==> src/rtl/controladora_multicanal.sv <==
// Multi-channel lighting controller: per-channel debounce, long-press mode switch,
// manual toggle and auto-shutdown timer. Optional CONTROLADORA_SYNC_EN adds 2-flop input synchronisers.
module controladora_multicanal #(
    parameter int N_CH              = 4,
    parameter int DEBOUNCE_P        = 300,
    parameter int SWITCH_MODE_MIN_T = 5300,
    parameter int AUTO_SHUTDOWN_T   = 30000
) (
    input  logic            clk,
    input  logic            rst,
    input  logic [N_CH-1:0] push_button,
    input  logic [N_CH-1:0] infravermelho,
    output logic [N_CH-1:0] led,
    output logic [N_CH-1:0] saida
);

    localparam int DB_W = $clog2(DEBOUNCE_P + 1);
    localparam int PR_W = $clog2(SWITCH_MODE_MIN_T + 1);
    localparam int TM_W = $clog2(AUTO_SHUTDOWN_T + 1);

    typedef enum logic [1:0] {
        AUTO_OFF,
        AUTO_ON,
        MANUAL_OFF,
        MANUAL_ON
    } state_t;

    logic [N_CH-1:0] btn_in;
    logic [N_CH-1:0] ir_in;

`ifdef CONTROLADORA_SYNC_EN
    logic [N_CH-1:0] btn_s1, btn_s2, ir_s1, ir_s2;

    always_ff @(posedge clk or negedge rst) begin
        if (!rst) begin
            btn_s1 <= '0;
            btn_s2 <= '0;
            ir_s1  <= '0;
            ir_s2  <= '0;
        end else begin
            btn_s1 <= push_button;
            btn_s2 <= btn_s1;
            ir_s1  <= infravermelho;
            ir_s2  <= ir_s1;
        end
    end

    assign btn_in = btn_s2;
    assign ir_in  = ir_s2;
`else
    assign btn_in = push_button;
    assign ir_in  = infravermelho;
`endif

    for (genvar i = 0; i < N_CH; i++) begin : g_ch
        logic [DB_W-1:0] db_cnt;
        logic            btn_db;
        logic            btn_db_q;
        logic [PR_W-1:0] press_cnt;
        logic [TM_W-1:0] timer;
        state_t          state;
        logic            led_r;
        logic            saida_r;
        logic            release_ev;
        logic            long_press;
        logic            short_press;

        // Release is judged one cycle after btn_db falls, using the saturated press length.
        assign release_ev  = btn_db_q & ~btn_db;
        assign long_press  = release_ev && (press_cnt >= PR_W'(SWITCH_MODE_MIN_T));
        assign short_press = release_ev && (press_cnt < PR_W'(SWITCH_MODE_MIN_T));

        always_ff @(posedge clk or negedge rst) begin
            if (!rst) begin
                db_cnt    <= '0;
                btn_db    <= 1'b0;
                btn_db_q  <= 1'b0;
                press_cnt <= '0;
            end else begin
                btn_db_q <= btn_db;
                if (btn_in[i] == btn_db) begin
                    db_cnt <= '0;
                end else if (db_cnt == DB_W'(DEBOUNCE_P - 1)) begin
                    btn_db <= btn_in[i];
                    db_cnt <= '0;
                end else begin
                    db_cnt <= db_cnt + DB_W'(1);
                end

                if (release_ev)
                    press_cnt <= '0;
                else if (btn_db && press_cnt != PR_W'(SWITCH_MODE_MIN_T))
                    press_cnt <= press_cnt + PR_W'(1);
            end
        end

        always_ff @(posedge clk or negedge rst) begin
            if (!rst) begin
                state   <= AUTO_OFF;
                timer   <= '0;
                led_r   <= 1'b0;
                saida_r <= 1'b0;
            end else begin
                led_r   <= (state == MANUAL_OFF) || (state == MANUAL_ON);
                saida_r <= (state == AUTO_ON) || (state == MANUAL_ON);
                case (state)
                    AUTO_OFF: begin
                        timer <= '0;
                        if (long_press)
                            state <= MANUAL_OFF;
                        else if (ir_in[i])
                            state <= AUTO_ON;
                    end
                    AUTO_ON: begin
                        if (long_press) begin
                            state <= MANUAL_ON;
                            timer <= '0;
                        end else if (ir_in[i]) begin
                            timer <= '0;
                        end else if (timer == TM_W'(AUTO_SHUTDOWN_T - 1)) begin
                            state <= AUTO_OFF;
                            timer <= '0;
                        end else begin
                            timer <= timer + TM_W'(1);
                        end
                    end
                    MANUAL_OFF: begin
                        timer <= '0;
                        if (long_press)
                            state <= AUTO_OFF;
                        else if (short_press)
                            state <= MANUAL_ON;
                    end
                    MANUAL_ON: begin
                        timer <= '0;
                        if (long_press)
                            state <= AUTO_OFF;
                        else if (short_press)
                            state <= MANUAL_OFF;
                    end
                    default: begin
                        state <= AUTO_OFF;
                        timer <= '0;
                    end
                endcase
            end
        end

        assign led[i]   = led_r;
        assign saida[i] = saida_r;
    end

endmodule

==> config.mk <==
export PLATFORM = sky130hd
export DESIGN_NAME = controladora_multicanal
export DESIGN_NICKNAME = d
export VERILOG_FILES = /design/src/rtl/controladora_multicanal.sv
export SDC_FILE = /design/constraint.sdc
export NUM_CORES = 1
export LEC_CHECK = 0
export ABC_AREA = 1
export CAP_MARGIN = 20
export CORE_MARGIN = 3
export CORE_UTILIZATION = 40
export CTS_BUF_LIST = sky130_fd_sc_hd__clkbuf_8 sky130_fd_sc_hd__clkbuf_16
export DETAILED_ROUTE_END_ITERATION = 10
export PLACE_DENSITY = 0.58
export RECOVER_POWER = 25
export SLEW_MARGIN = 10
export SYNTH_ARGS = -nofsm -noshare
export SYNTH_HDL_FRONTEND = slang
export SYNTH_SLANG_ARGS = --single-unit
==> constraint.sdc <==
create_clock -name clk -period 3.3 [get_ports clk]
set_clock_uncertainty 0.05 [all_clocks]
set_input_delay 0.33 -clock clk [delete_from_list [all_inputs] [get_ports clk]]
set_output_delay 0.33 -clock clk [all_outputs]
set_load 0.1 [all_outputs]
==> impl_metrics.tcl, run 1 <==
set metrics [dict create \
    gp_congestion 0.810 \
    diodes 0 \
    required_ns 2.92 \
    cts.clk_slew.worst_paths_ns 0.07 \
    holdPathEnd "g_ch[0].led_r$_DFF_PN0_" \
    drcViolationCount 0 \
    p_seq_frac 0.475 \
    p_sw_mw 1.23 \
    postCtsHoldBufs 1 \
    drt_pass1_iterations 5 \
    fin_crit_sh 0.683 \
    critPathKind "reg2out" \
    yosysTopAreaCell "dfrtp_1" \
    worstMarginPinSlew_ns 0.962 \
    vias 7312 \
    wirelength_um 17500 \
    final-instance-count-excl-fill 1551 \
    start_util 0.413 \
    die_height_um 160 \
    dieArea_um2 25500 \
    fin_setup_tns_ns 0 \
    dp_hpwl_um 12300 \
    synthTopCellsByArea "dfrtp_1, nand2_1, nor2_1, inv_1, nand3_1" \
    seqCellArea_um2 4300 \
    fin_total_pwr_mw 4.69 \
    cts_resized 0 \
    finalSetupViolCount 0 \
    drive_gt1_frac 0.0800 \
    pwr-share-comb 0.098 \
    switching_share 0.261 \
    synth_most_common_cell "nand2_1" \
    n_fill_cell 2238 \
    htreeDepth 4 \
    path_cells "clkdlybuf4s50_1" \
    worstHoldStart "g_ch[0].state[1]$_DFFE_PN0P_" \
    rsz0062_at_grt "false" \
    slew_viol_final 0 \
    cts_max_path_buffers 2 \
    regToRegSetupSlack_ns 1.31 \
    run_status "completed" \
    wl_per_cell_um 11.3 \
    area_delta_synth_final_pct 10.9 \
    finalHoldViolations 0 \
    r2r_end "g_ch[0].press_cnt[9]$_DFFE_PN0P_" \
    vdd.ir_drop.worst_v 0.000289 \
    dp_cells 1518 \
    syn_area_um2 9460 \
    yosysTopAreaCellShare 0.455 \
    ant_nets 0 \
    ys.flop_type "dfrtp_1" \
    vias_per_cell 4.71 \
    intPower_mw 3.47 \
    max_freq_mhz 444 \
    antenna_found_initial 0 \
    r2r.worst_path.cells 10 \
    die_width_um 160 \
    fin_util 0.458 \
    pin_count 18 \
    ys_ff_latch 172 \
    cp-start-kind "flip-flop" \
    core_um2 22900 \
    drtIter0Drc 417 \
    p_per_area_nw_per_um2 447 \
    cp.arrival_ns 1.87 \
    yosys.cell_types.count 43 \
    async_flop_share 1.00 \
    cts_root_buffer "clkbuf_16" \
    grt_max_degree 86 \
    min_period_ns 2.25 \
    cap_viol_max_count 0 \
    cts_sinks 172 \
    cp_top_family "buffers and inverters" \
    rows 55 \
    cts_tree "done" \
    end_kind "primary output" \
    multi_input_area_um2 4360 \
    grt_overflow 0 \
    relSlewSlack 0.357 \
    power.share.clock 0.427 \
    synth_nets 1237 \
    crit_slowest_cell "clkdlybuf4s50_1" \
    synth_common_cells "nand2_1, nor2_1, dfrtp_1" \
    clk_latency_ns 0.43 \
    yosysWarnings 0 \
    r2r-start "g_ch[0].press_cnt[0]$_DFFE_PN0P_" \
    synth-seq-area-share 0.455 \
    grt_pass1_wl_um 31800 \
    worstSetupPathDepth 1 \
    leakage_nw 4.85 \
    synth-edff-count 0 \
    cpPeakStageDelay_ns 1.12 \
    path_buf_inv 1 \
    cts_buffers 17 \
    synth_cells 1211 \
    finalNetCount 1251 \
    grt_pass1_vias 7161 \
    io_buffers 17 \
    min_path_cells 0 \
    post_cts_buffers 0 \
    hold_class "reg2reg" \
    grt_usage 0.146 \
    syn_area_per_cell_um2 7.82 \
    cp_max_fo 1 \
]
==> kinds of logic after synthesis <==
group	count (synthesis)	share of synthesized area
muxes	1	0.00119
and+or+nand+nor	665	0.319
buffers and inverters	192	0.0846
adders and majority gates	16	0.0212
DFF	172	0.455
AOI/OAI and AO/OA	103	0.0617
xor gates and xnor gates	62	0.0574
==> sequential cells by signal, summed over array words and instances, names as in the netlist <==
register and cells:
g_ch.db_cnt 36, g_ch.timer 60, g_ch.state 8, g_ch.btn_db_q 4
g_ch.led_r 4, g_ch.btn_db 4, g_ch.saida_r 4, g_ch.press_cnt 52
==> layer usage <==
layer | part of all wire | GRT usage | vias to the layer above
met5 | 0 | 0 | -
met2 | 0.45 | 0.237 | 56
met4 | 0.011 | 0.0414 | 0
met1 | 0.52 | 0.198 | 3356
li1 | - | - | 3883
met3 | 0.024 | 0.0316 | 17
==> worst max-delay path by stage <==
| stage | start | end | slack (ns) |
|---|---|---|---|
| final | g_ch[1].saida_r$_DFF_PN0_ | saida[1] | 1.05 |
| after global routing | g_ch[1].saida_r$_DFF_PN0_ | saida[1] | 0.98 |
| after CTS | g_ch[1].saida_r$_DFF_PN0_ | saida[1] | 1.01 |
| after detailed placement | g_ch[0].press_cnt[0]$_DFFE_PN0P_ | g_ch[0].press_cnt[11]$_DFFE_PN0P_ | 1.33 |
| after global placement | g_ch[0].press_cnt[0]$_DFFE_PN0P_ | g_ch[0].press_cnt[11]$_DFFE_PN0P_ | 1.38 |
| after floorplan | g_ch[0].press_cnt[0]$_DFFE_PN0P_ | g_ch[0].press_cnt[11]$_DFFE_PN0P_ | 1.77 |
==> stage by stage <==
step           worst slack, ns  instance area, µm²  hold slack (ns)
3_3_place_gp              1.38                9890            0.347
3_5_place_dp              1.33                9890            0.347
6_report                  1.05               10500            0.358
5_1_grt                  0.976               10500            0.367
4_1_cts                   1.01               10500            0.363
2_1_floorplan             1.77                9460          -0.0156
==> power by group through the flow <==
stage	registers (mW)	clock network [mW]	logic, mW
after floorplan	2.26	0	0.369
after global placement	2.27	0	0.460
after detailed placement	2.27	0	0.465
after CTS	2.23	2.08	0.469
after global routing	2.24	2.17	0.522
final	2.23	2.01	0.458
==> area by class of cell <==
| class | count | area share |
|---|---|---|
| Timing Repair Buffer | 20 | 0.0202 |
| Clock buffer | 19 | 0.0432 |
| Tap cell | 313 | 0.0373 |
| Multi-Input combinational cell | 847 | 0.416 |
| Sequential cell | 172 | 0.410 |
| Inverter | 167 | 0.0601 |
| Clock inverter | 13 | 0.0135 |
==> cell usage in the layout, fill, tap and decap left out, drive strengths merged, types with 4 or more instances in the layout <==
master         netlist  routed
or2                  4       4
nor2               190     190
clkbuf               8      20
nand2              276     276
a21oi               32      32
nand3               96      96
clkinv               2       5
clkinvlp             0       5
xnor2               15      15
ha                  16      16
o22ai                6       6
nor3                55      55
nand4               35      35
o21bai               4       4
inv                165     168
nand3b               5       5
dfrtp              172     172
o21ai               57      57
clkdlybuf4s50        0      16
xor2                47      47
Power figures use the tool's default switching activity.
==> run 2: changes to the inputs <==
- clock period: 3.3 -> 2.25 ns (I/O delays scaled with it)
==> run 2 against run 1 <==
The flow now finishes with violations (capacitance limit, slew limit). Cell count fell by 0.13%. Register-to-register slack got worse by 1.0 ns. Die area did not move. Power rose by 42%. Routed wire length rose by 1.4%. Sequential share of layout area rose by 0.23 points. Non-clock buffer count rose by 2. Combinational power rose by 47%. Utilization fell by 0.25 points. Flip-flop and latch count did not move. Critical endpoint is now g_ch[0].press_cnt[9]$_DFFE_PN0P_. Largest cell class unchanged.
==> impl_metrics.tcl, run 2 (same netlist as run 1, synthesis figures left out) <==
set metrics [dict create \
    area_delta_synth_final_pct 10.2 \
    relSlewSlack -0.0160 \
    diodes 0 \
    grt_overflow 0 \
    required_ns 2.51 \
    die_width_um 160 \
    violations "capacitance limit, slew limit" \
    worstMarginPinSlew_ns 1.52 \
    vdd.ir_drop.worst_v 0.000429 \
    clk_latency_ns 0.42 \
    htreeDepth 4 \
    drt_pass1_iterations 5 \
    dieArea_um2 25500 \
    pre_cts_slack_ns 0.254 \
    rows 55 \
    drcViolationCount 0 \
    cts.clk_slew.worst_paths_ns 0.07 \
    worst_slack_ns 0.264 \
    reg_top3 "g_ch.timer (60), g_ch.press_cnt (52), g_ch.db_cnt (36)" \
    vias 7390 \
    seqCellArea_um2 4300 \
    post_cts_buffers 0 \
    run_status "finished with violations" \
    fin_crit_sh 0.883 \
    max_flop_register "g_ch.timer" \
    end_kind "flip-flop" \
    p_per_area_nw_per_um2 638 \
    core_um2 22900 \
    grt_pass1_vias 7241 \
    place_area_um2 9890 \
    gp_congestion 0.827 \
    layout_common_cells "nand2_1, nor2_1, dfrtp_1, inv_1, nand3_1" \
    fin_setup_tns_ns 0 \
    fin_util 0.455 \
    max_freq_mhz 504 \
    cp_max_fo 13 \
    cts_sinks 172 \
    cts_max_path_buffers 2 \
    grt_usage 0.147 \
    start_util 0.413 \
    grt_max_degree 75 \
    critPathKind "reg2reg" \
    dp_hpwl_um 12600 \
    cts_tree "done" \
    finalSetupViolCount 0 \
    wirelength_um 17700 \
    multi_input_area_um2 4360 \
    cts_buffers 17 \
    antenna_found_initial 0 \
    regToRegSetupSlack_ns 0.26 \
    slew_viol_final 30 \
    finalNetCount 1253 \
    drtIter0Drc 405 \
    rsz0062_at_grt "false" \
    finalHoldViolations 0 \
    design_area_um2 10400 \
    die_height_um 160 \
    io_buffers 17 \
    grt_pass1_wl_um 32400 \
    leakage_nw 4.87 \
    n_fill_cell 2292 \
    cts_root_buffer "clkbuf_16" \
    ant_nets 0 \
    fin_total_pwr_mw 6.66 \
    pin_count 18 \
    cap_viol_max_count 1 \
    hold_class "in2reg" \
    cts_resized 0 \
    layout_commonest_cell "nand2_1" \
    cp-start-kind "flip-flop" \
    min_period_ns 1.99 \
    largest_reg_flops 60 \
    cp.arrival_ns 2.24 \
    vias_per_cell 4.77 \
    drive_gt1_frac 0.0825 \
    wl_per_cell_um 11.4 \
]
-- run 2: cell count changes in the layout (fill, tap and decap cells not counted), sizes merged --
cell	previous run	this run
clkinvlp	5	3
buf	2	12
bufinv	2	1
clkinv	5	3
inv	168	169
clkdlybuf4s50	16	8
clkbuf	20	19
dlymetal6s2s	0	1
-- run 2: layout make-up --
class                      instances  area share
timing repair buffer              22      0.0209
sequential                       172       0.413
tap                              313      0.0375
multi-input combinational        847       0.418
inverter                         167      0.0604
clock buffer                      19      0.0434
clock inverter                     9     0.00743
-- run 2: path summary, 6_finish.rpt --
path                       cells after the start                              from                          endpoint
min in group asynchronous                      2                               rst       g_ch[0].db_cnt[1]$_DFF_PN0_
max reg2reg                                   10  g_ch[0].press_cnt[0]$_DFFE_PN0P_  g_ch[0].press_cnt[9]$_DFFE_PN0P_
max                                           10  g_ch[0].press_cnt[0]$_DFFE_PN0P_  g_ch[0].press_cnt[9]$_DFFE_PN0P_
min                                            3                    push_button[2]        g_ch[2].btn_db$_DFFE_PN0P_
min reg2reg                                    0      g_ch[2].state[1]$_DFFE_PN0P_           g_ch[2].led_r$_DFF_PN0_
max in group asynchronous                      3                               rst  g_ch[3].press_cnt[7]$_DFFE_PN0P_
-- run 2: worst max-delay path: stages (launching register included) --
cell and delay [ns]:
dfrtp_1 0.41, inv_1 0.13, ha_1 0.21, inv_1 0.05
nor2_1 0.03, nand4_1 0.09, nand2_1 0.08, nand2_1 0.49
inv_1 0.18, nand2_1 0.09, o21ai_1 0.06
-- run 2: repair_timing --
action | 4_1_cts | 5_1_grt
hold endpoints to repair | 29 | 0
hold buffers | 1 | 0
setup endpoints to repair | 0 | 0
-- run 2: power by group --
| group | total [mW] | internal, mW | switching [mW] |
|---|---|---|---|
| Clock | 2.71 | 1.55 | 1.16 |
| Sequential | 3.28 | 3.19 | 0.0830 |
| Combinational | 0.672 | 0.190 | 0.482 |
| Total | 6.66 | 4.93 | 1.73 |
-- run 2: layer usage --
metal	vias up	global-route usage	routed length [µm]
met5	-	0	0
met4	0	0.0398	183
met3	14	0.0278	414
met2	67	0.248	8230
met1	3430	0.196	8890
li1	3879	-	-
-- run 2: through the flow --
step                hold WS, ns  cells
CTS                       0.209   1549
global placement          0.102   1520
floorplan                -0.121   1211
global route              0.347   1549
finish                    0.344   1549
detailed placement       0.0983   1520
==> run 3: changes to the inputs <==
- CORE_UTILIZATION: 40 -> 45
- PLACE_DENSITY: 0.58 -> 0.64
==> run 3 against run 2 <==
The run now ends clean. First-iteration DRC count fell by 4.0%. Sequential share of layout area fell by 0.11 points. Worst hold slack got worse by 0.16 ns. Power rose by 3.4%. Setup slack improved by 0.092 ns. Clock-buffer cell count did not move. Global-route usage rose by 1.8 points. Critical path type unchanged. Critical endpoint is now g_ch[0].press_cnt[3]$_DFFE_PN0P_. Largest cell class unchanged.
==> impl_metrics.tcl, run 3 (same netlist as run 1, synthesis figures left out) <==
set metrics [dict create \
    run_status "completed" \
    die_height_um 151 \
    core_um2 20400 \
    layout_common_cells "nand2_1, nor2_1, dfrtp_1, inv_1, nand3_1" \
    cp-start-kind "flip-flop" \
    pin_count 18 \
    htreeDepth 4 \
    ant_nets 0 \
    finalHoldViolations 0 \
    grt_overflow 0 \
    grt_usage 0.165 \
    fin_setup_tns_ns 0 \
    reg_top3 "g_ch.timer (60), g_ch.press_cnt (52), g_ch.db_cnt (36)" \
    finalNetCount 1256 \
    cp_max_fo 10 \
    r2r.worst_path.cells 9 \
    worstMarginPinSlew_ns 0.436 \
    io_buffers 17 \
    area_delta_synth_final_pct 10.5 \
    cts_tree "done" \
    grt_max_degree 66 \
    start_util 0.463 \
    max_freq_mhz 528 \
    cts_resized 0 \
    max_flop_register "g_ch.timer" \
    endpoint "g_ch[0].press_cnt[3]$_DFFE_PN0P_" \
    regToRegSetupSlack_ns 0.36 \
    drcViolationCount 0 \
    wirelength_um 17600 \
    critPathKind "reg2reg" \
    vias 7430 \
    layout_commonest_cell "nand2_1" \
    required_ns 2.55 \
    gp_congestion 0.870 \
    hold_class "in2async" \
    r2r-start "g_ch[0].press_cnt[0]$_DFFE_PN0P_" \
    slew_viol_final 0 \
    finalSetupViolCount 0 \
    leakage_nw 4.90 \
    cp.arrival_ns 2.20 \
    antenna_found_initial 0 \
    grt_pass1_wl_um 31600 \
    vdd.ir_drop.worst_v 0.000471 \
    drt_pass1_iterations 5 \
    dp_hpwl_um 12500 \
    cp-startpoint "g_ch[0].press_cnt[0]$_DFFE_PN0P_" \
    cap_viol_max_count 0 \
    n_fill_cell 1945 \
    drtIter0Drc 389 \
    die_width_um 151 \
    rsz0062_at_grt "false" \
    dieArea_um2 22800 \
    wl_per_cell_um 11.6 \
    cts.clk_slew.worst_paths_ns 0.07 \
    drive_gt1_frac 0.0901 \
    min_period_ns 1.89 \
    clk_latency_ns 0.42 \
    cts_sinks 172 \
    relSlewSlack 0.709 \
    fin_hold_ws_ns 0.185 \
    r2r_end "g_ch[0].press_cnt[3]$_DFFE_PN0P_" \
    cts_root_buffer "clkbuf_16" \
    rows 52 \
    p_per_area_nw_per_um2 658 \
    end_kind "flip-flop" \
    cts_max_path_buffers 2 \
    vias_per_cell 4.91 \
    largest_reg_flops 60 \
    diodes 0 \
    grt_pass1_vias 7184 \
    cts_buffers 17 \
    fin_crit_sh 0.842 \
]
-- run 3: worst min-delay path by stage --
stage,slack [ns],from,endpoint,depth (start not counted)
after floorplan,-0.12,rst,g_ch[0].btn_db$_DFFE_PN0P_,0
after global placement,0.06,rst,g_ch[0].timer[8]$_DFF_PN0_,1
after detailed placement,0.06,rst,g_ch[0].timer[9]$_DFF_PN0_,1
after CTS,0.18,rst,g_ch[0].timer[10]$_DFF_PN0_,2
after global routing,0.19,rst,g_ch[0].timer[7]$_DFF_PN0_,2
final,0.18,rst,g_ch[0].timer[7]$_DFF_PN0_,2
-- run 3: through the flow --
step | instance area [µm²] | utilization | setup WS (ns) | cells | power [mW]
floorplan | 9460 | - | 0.719 | 1211 | 3.85
global placement | 9860 | 0.483 | 0.449 | 1480 | 4.00
detailed placement | 9860 | 0.483 | 0.374 | 1480 | 4.01
CTS | 10500 | 0.512 | 0.357 | 1513 | 6.99
global route | 10500 | 0.512 | 0.217 | 1513 | 7.21
finish | 10500 | 0.512 | 0.356 | 1513 | 6.88
-- run 3: power by group --
group          internal (mW)  switching (mW)  leakage (nW)
sequential              3.19          0.0781          2.27
combinational          0.193           0.479          2.34
clock                   1.70            1.24         0.292
-- run 3: metal layers --
layer,vias up,track usage,wire length (µm),share of wire
li1,3884,-,-,-
met1,3444,0.225,8640,0.49
met2,88,0.271,8270,0.47
met3,14,0.0332,467,0.027
met4,0,0.0435,174,0.0099
met5,-,0,0,0
-- run 3: area by class of cell --
type,count,area (µm²),area share
clock buffers,19,453,0.0433
clock inverters,13,138,0.0132
inverters,167,631,0.0603
multi-input cells,847,4360,0.417
flip-flops and latches,172,4300,0.411
well taps,270,338,0.0323
repair buffers,25,239,0.0228
-- run 3: what timing repair did --
| item | CTS | global route |
|---|---|---|
| endpoints found under the hold margin | 132 | 0 |
| hold buffers | 1 | 0 |
| setup buffers | 0 | 0 |
-- run 3: worst max-delay path, cell delays in order, from the launching register on --
cell	delay (ns)
dfrtp_1	0.42
inv_1	0.19
ha_1	0.19
inv_1	0.04
nor2_1	0.07
nand4_1	0.10
nand2_1	0.11
nand2_1	0.27
buf_4	0.28
o21ai_2	0.10
==> patch, RTL diff (flow settings as in run 3) <==
The 4 states of `state_t` get a one-hot encoding in 4 bits.
--- a/src/rtl/controladora_multicanal.sv
+++ b/src/rtl/controladora_multicanal.sv
@@ -18,11 +18,11 @@
     localparam int PR_W = $clog2(SWITCH_MODE_MIN_T + 1);
     localparam int TM_W = $clog2(AUTO_SHUTDOWN_T + 1);
 
-    typedef enum logic [1:0] {
-        AUTO_OFF,
-        AUTO_ON,
-        MANUAL_OFF,
-        MANUAL_ON
+    typedef enum logic [3:0] {
+        AUTO_OFF   = 4'b0001,
+        AUTO_ON    = 4'b0010,
+        MANUAL_OFF = 4'b0100,
+        MANUAL_ON  = 4'b1000
     } state_t;
 
     logic [N_CH-1:0] btn_in;
Check against the original RTL: no difference found for any inputs over 10 cycles, from zero or initial values and one cycle with rst low; not proved beyond that.
==> patch against run 3 <==
- setup slack gained 0.20 ns
- sequential cell count grew 8
- routed wire length grew 8.4%
- final area grew 7.0%
- synthesized area grew 6.5%
- synthesized cell count grew 6.9%
Power is not compared: it rests on default switching activity, and its combinational part moved more than twofold at a synthesized area within 25%.
==> patch: results (changes against run 3) <==
{| class="wikitable"
! Metric !! Value
|-
| Highest-delay cell along the critical path || clkbuf_2
|-
| Final HPWL DP || 13.8 mm (+11%)
|-
| Category of cells accounting for the largest share of critical-path delay || buffers and inverters
|-
| Worst skew pair latency || 0.43 ns
|-
| Net count after synthesis || 1320 (+6.7%)
|-
| Max FO, Critical Path || 54 (+44)
|-
| Via count of the first global-routing pass || 7899 (+10%)
|-
| Layout filler cell count || 2123 (+9.2%)
|-
| Layout cells sized above 1 || 0.0936 (+0.00346)
|-
| Grt met2 use || 0.288 (+0.0174)
|-
| Post-DR wirelength/cell || 11.8 um (+1.5%)
|-
| Synth area leaders || dfrtp_1 44%, nand2_1 9.6%, inv_1 6.7%
|-
| Number of standard cells in the final layout excluding fillers || 1616 (+6.8%)
|-
| Area post-placement || 0.0106 sq mm (+7.0%)
|-
| Met3 routing resource usage after global routing || 0.0352 (+0.00202)
|-
| Path category of the worst min-delay check || input port to flop
|-
| Area grow syn2layout || 11.0%
|-
| Result of the run || finished clean
|-
| Arrival time of the worst setup path || 2.24 ns (+0.04 ns)
|-
| Crit path largest cell delay || 1.03 ns (+0.61 ns)
|-
| Number of distinct library cells after synthesis || 44 (+2.3%)
|-
| GRT Overall Usage || 0.168 (+0.00303)
|-
| Seq/Total Area, Yosys || 0.447 (-0.00753)
|-
| Pin count of the biggest net entering global routing || 55 (-17%)
|-
| Ratio of routed vias to standard cells || 5.00 (+1.9%)
|-
| Worst Setup Slack post-DPL || 0.526 ns (+0.152 ns)
|-
| Global-route wire length before repair || 34.5 mm (+9.4%)
|-
| Gate count after technology mapping || 1294 (+6.9%)
|}
==> patch: cell count changes after synthesis, sizes merged, moves of 6 or more <==
cell    before  now
a21oi       32   42
o31ai        1    7
clkbuf       8    2
nand3       96  137
o21ai       57   51
inv        165  200
nor2       190  178
nor3b        3   22
xor2        47   35
==> patch: power by group <==
group | switching, mW | leakage (nW) | internal, mW
clock network | 1.28 | 0.314 | 1.95
logic | 1.12 | 2.48 | 0.476
registers | 0.178 | 2.44 | 3.50
==> patch: path summary, 6_finish.rpt <==
path / start / to / slack, ns / cells past startpoint
setup / recovery: rst / g_ch[1].btn_db / 0.56 / 3
setup reg to reg: g_ch[1].timer[0] / g_ch[1].timer[7] / 0.56 / 6
hold reg to reg: g_ch[2].timer[0] / g_ch[2].timer[0] / 0.40 / 1
max in group clk: g_ch[1].timer[0] / g_ch[1].timer[7] / 0.56 / 6
hold / removal: push_button[0] / g_ch[0].btn_db / 0.38 / 3
min in group asynchronous: rst / g_ch[2].press_cnt[10] / 0.61 / 2
==> patch: logic make-up (layout without fill, tap and decap cells) <==
kind of cell / Yosys count / count (layout) / synth area share
AND/OR/NAND/NOR: 717 / 717 / 0.337
AO/OA/AOI/OAI: 120 / 120 / 0.0690
adder cells (fa/ha/maj): 16 / 16 / 0.0199
XOR/XNOR: 47 / 47 / 0.0408
flip-flops: 180 / 180 / 0.447
buffers and inverters: 214 / 256 / 0.0860
==> patch: cell type report <==
cell class,count,area share
multi-input cells,900,0.420
flip-flops and latches,180,0.403
inverters,200,0.0680
clock buffers,20,0.0417
well taps,280,0.0313
repair buffers,24,0.0201
clock inverters,12,0.0156
==> patch: layer usage <==
metal | up-vias | wire length [um]
met3 | 15 | 426
met2 | 70 | 9150
li1 | 4243 | -
met1 | 3756 | 9270
met4 | 0 | 187
met5 | - | 0
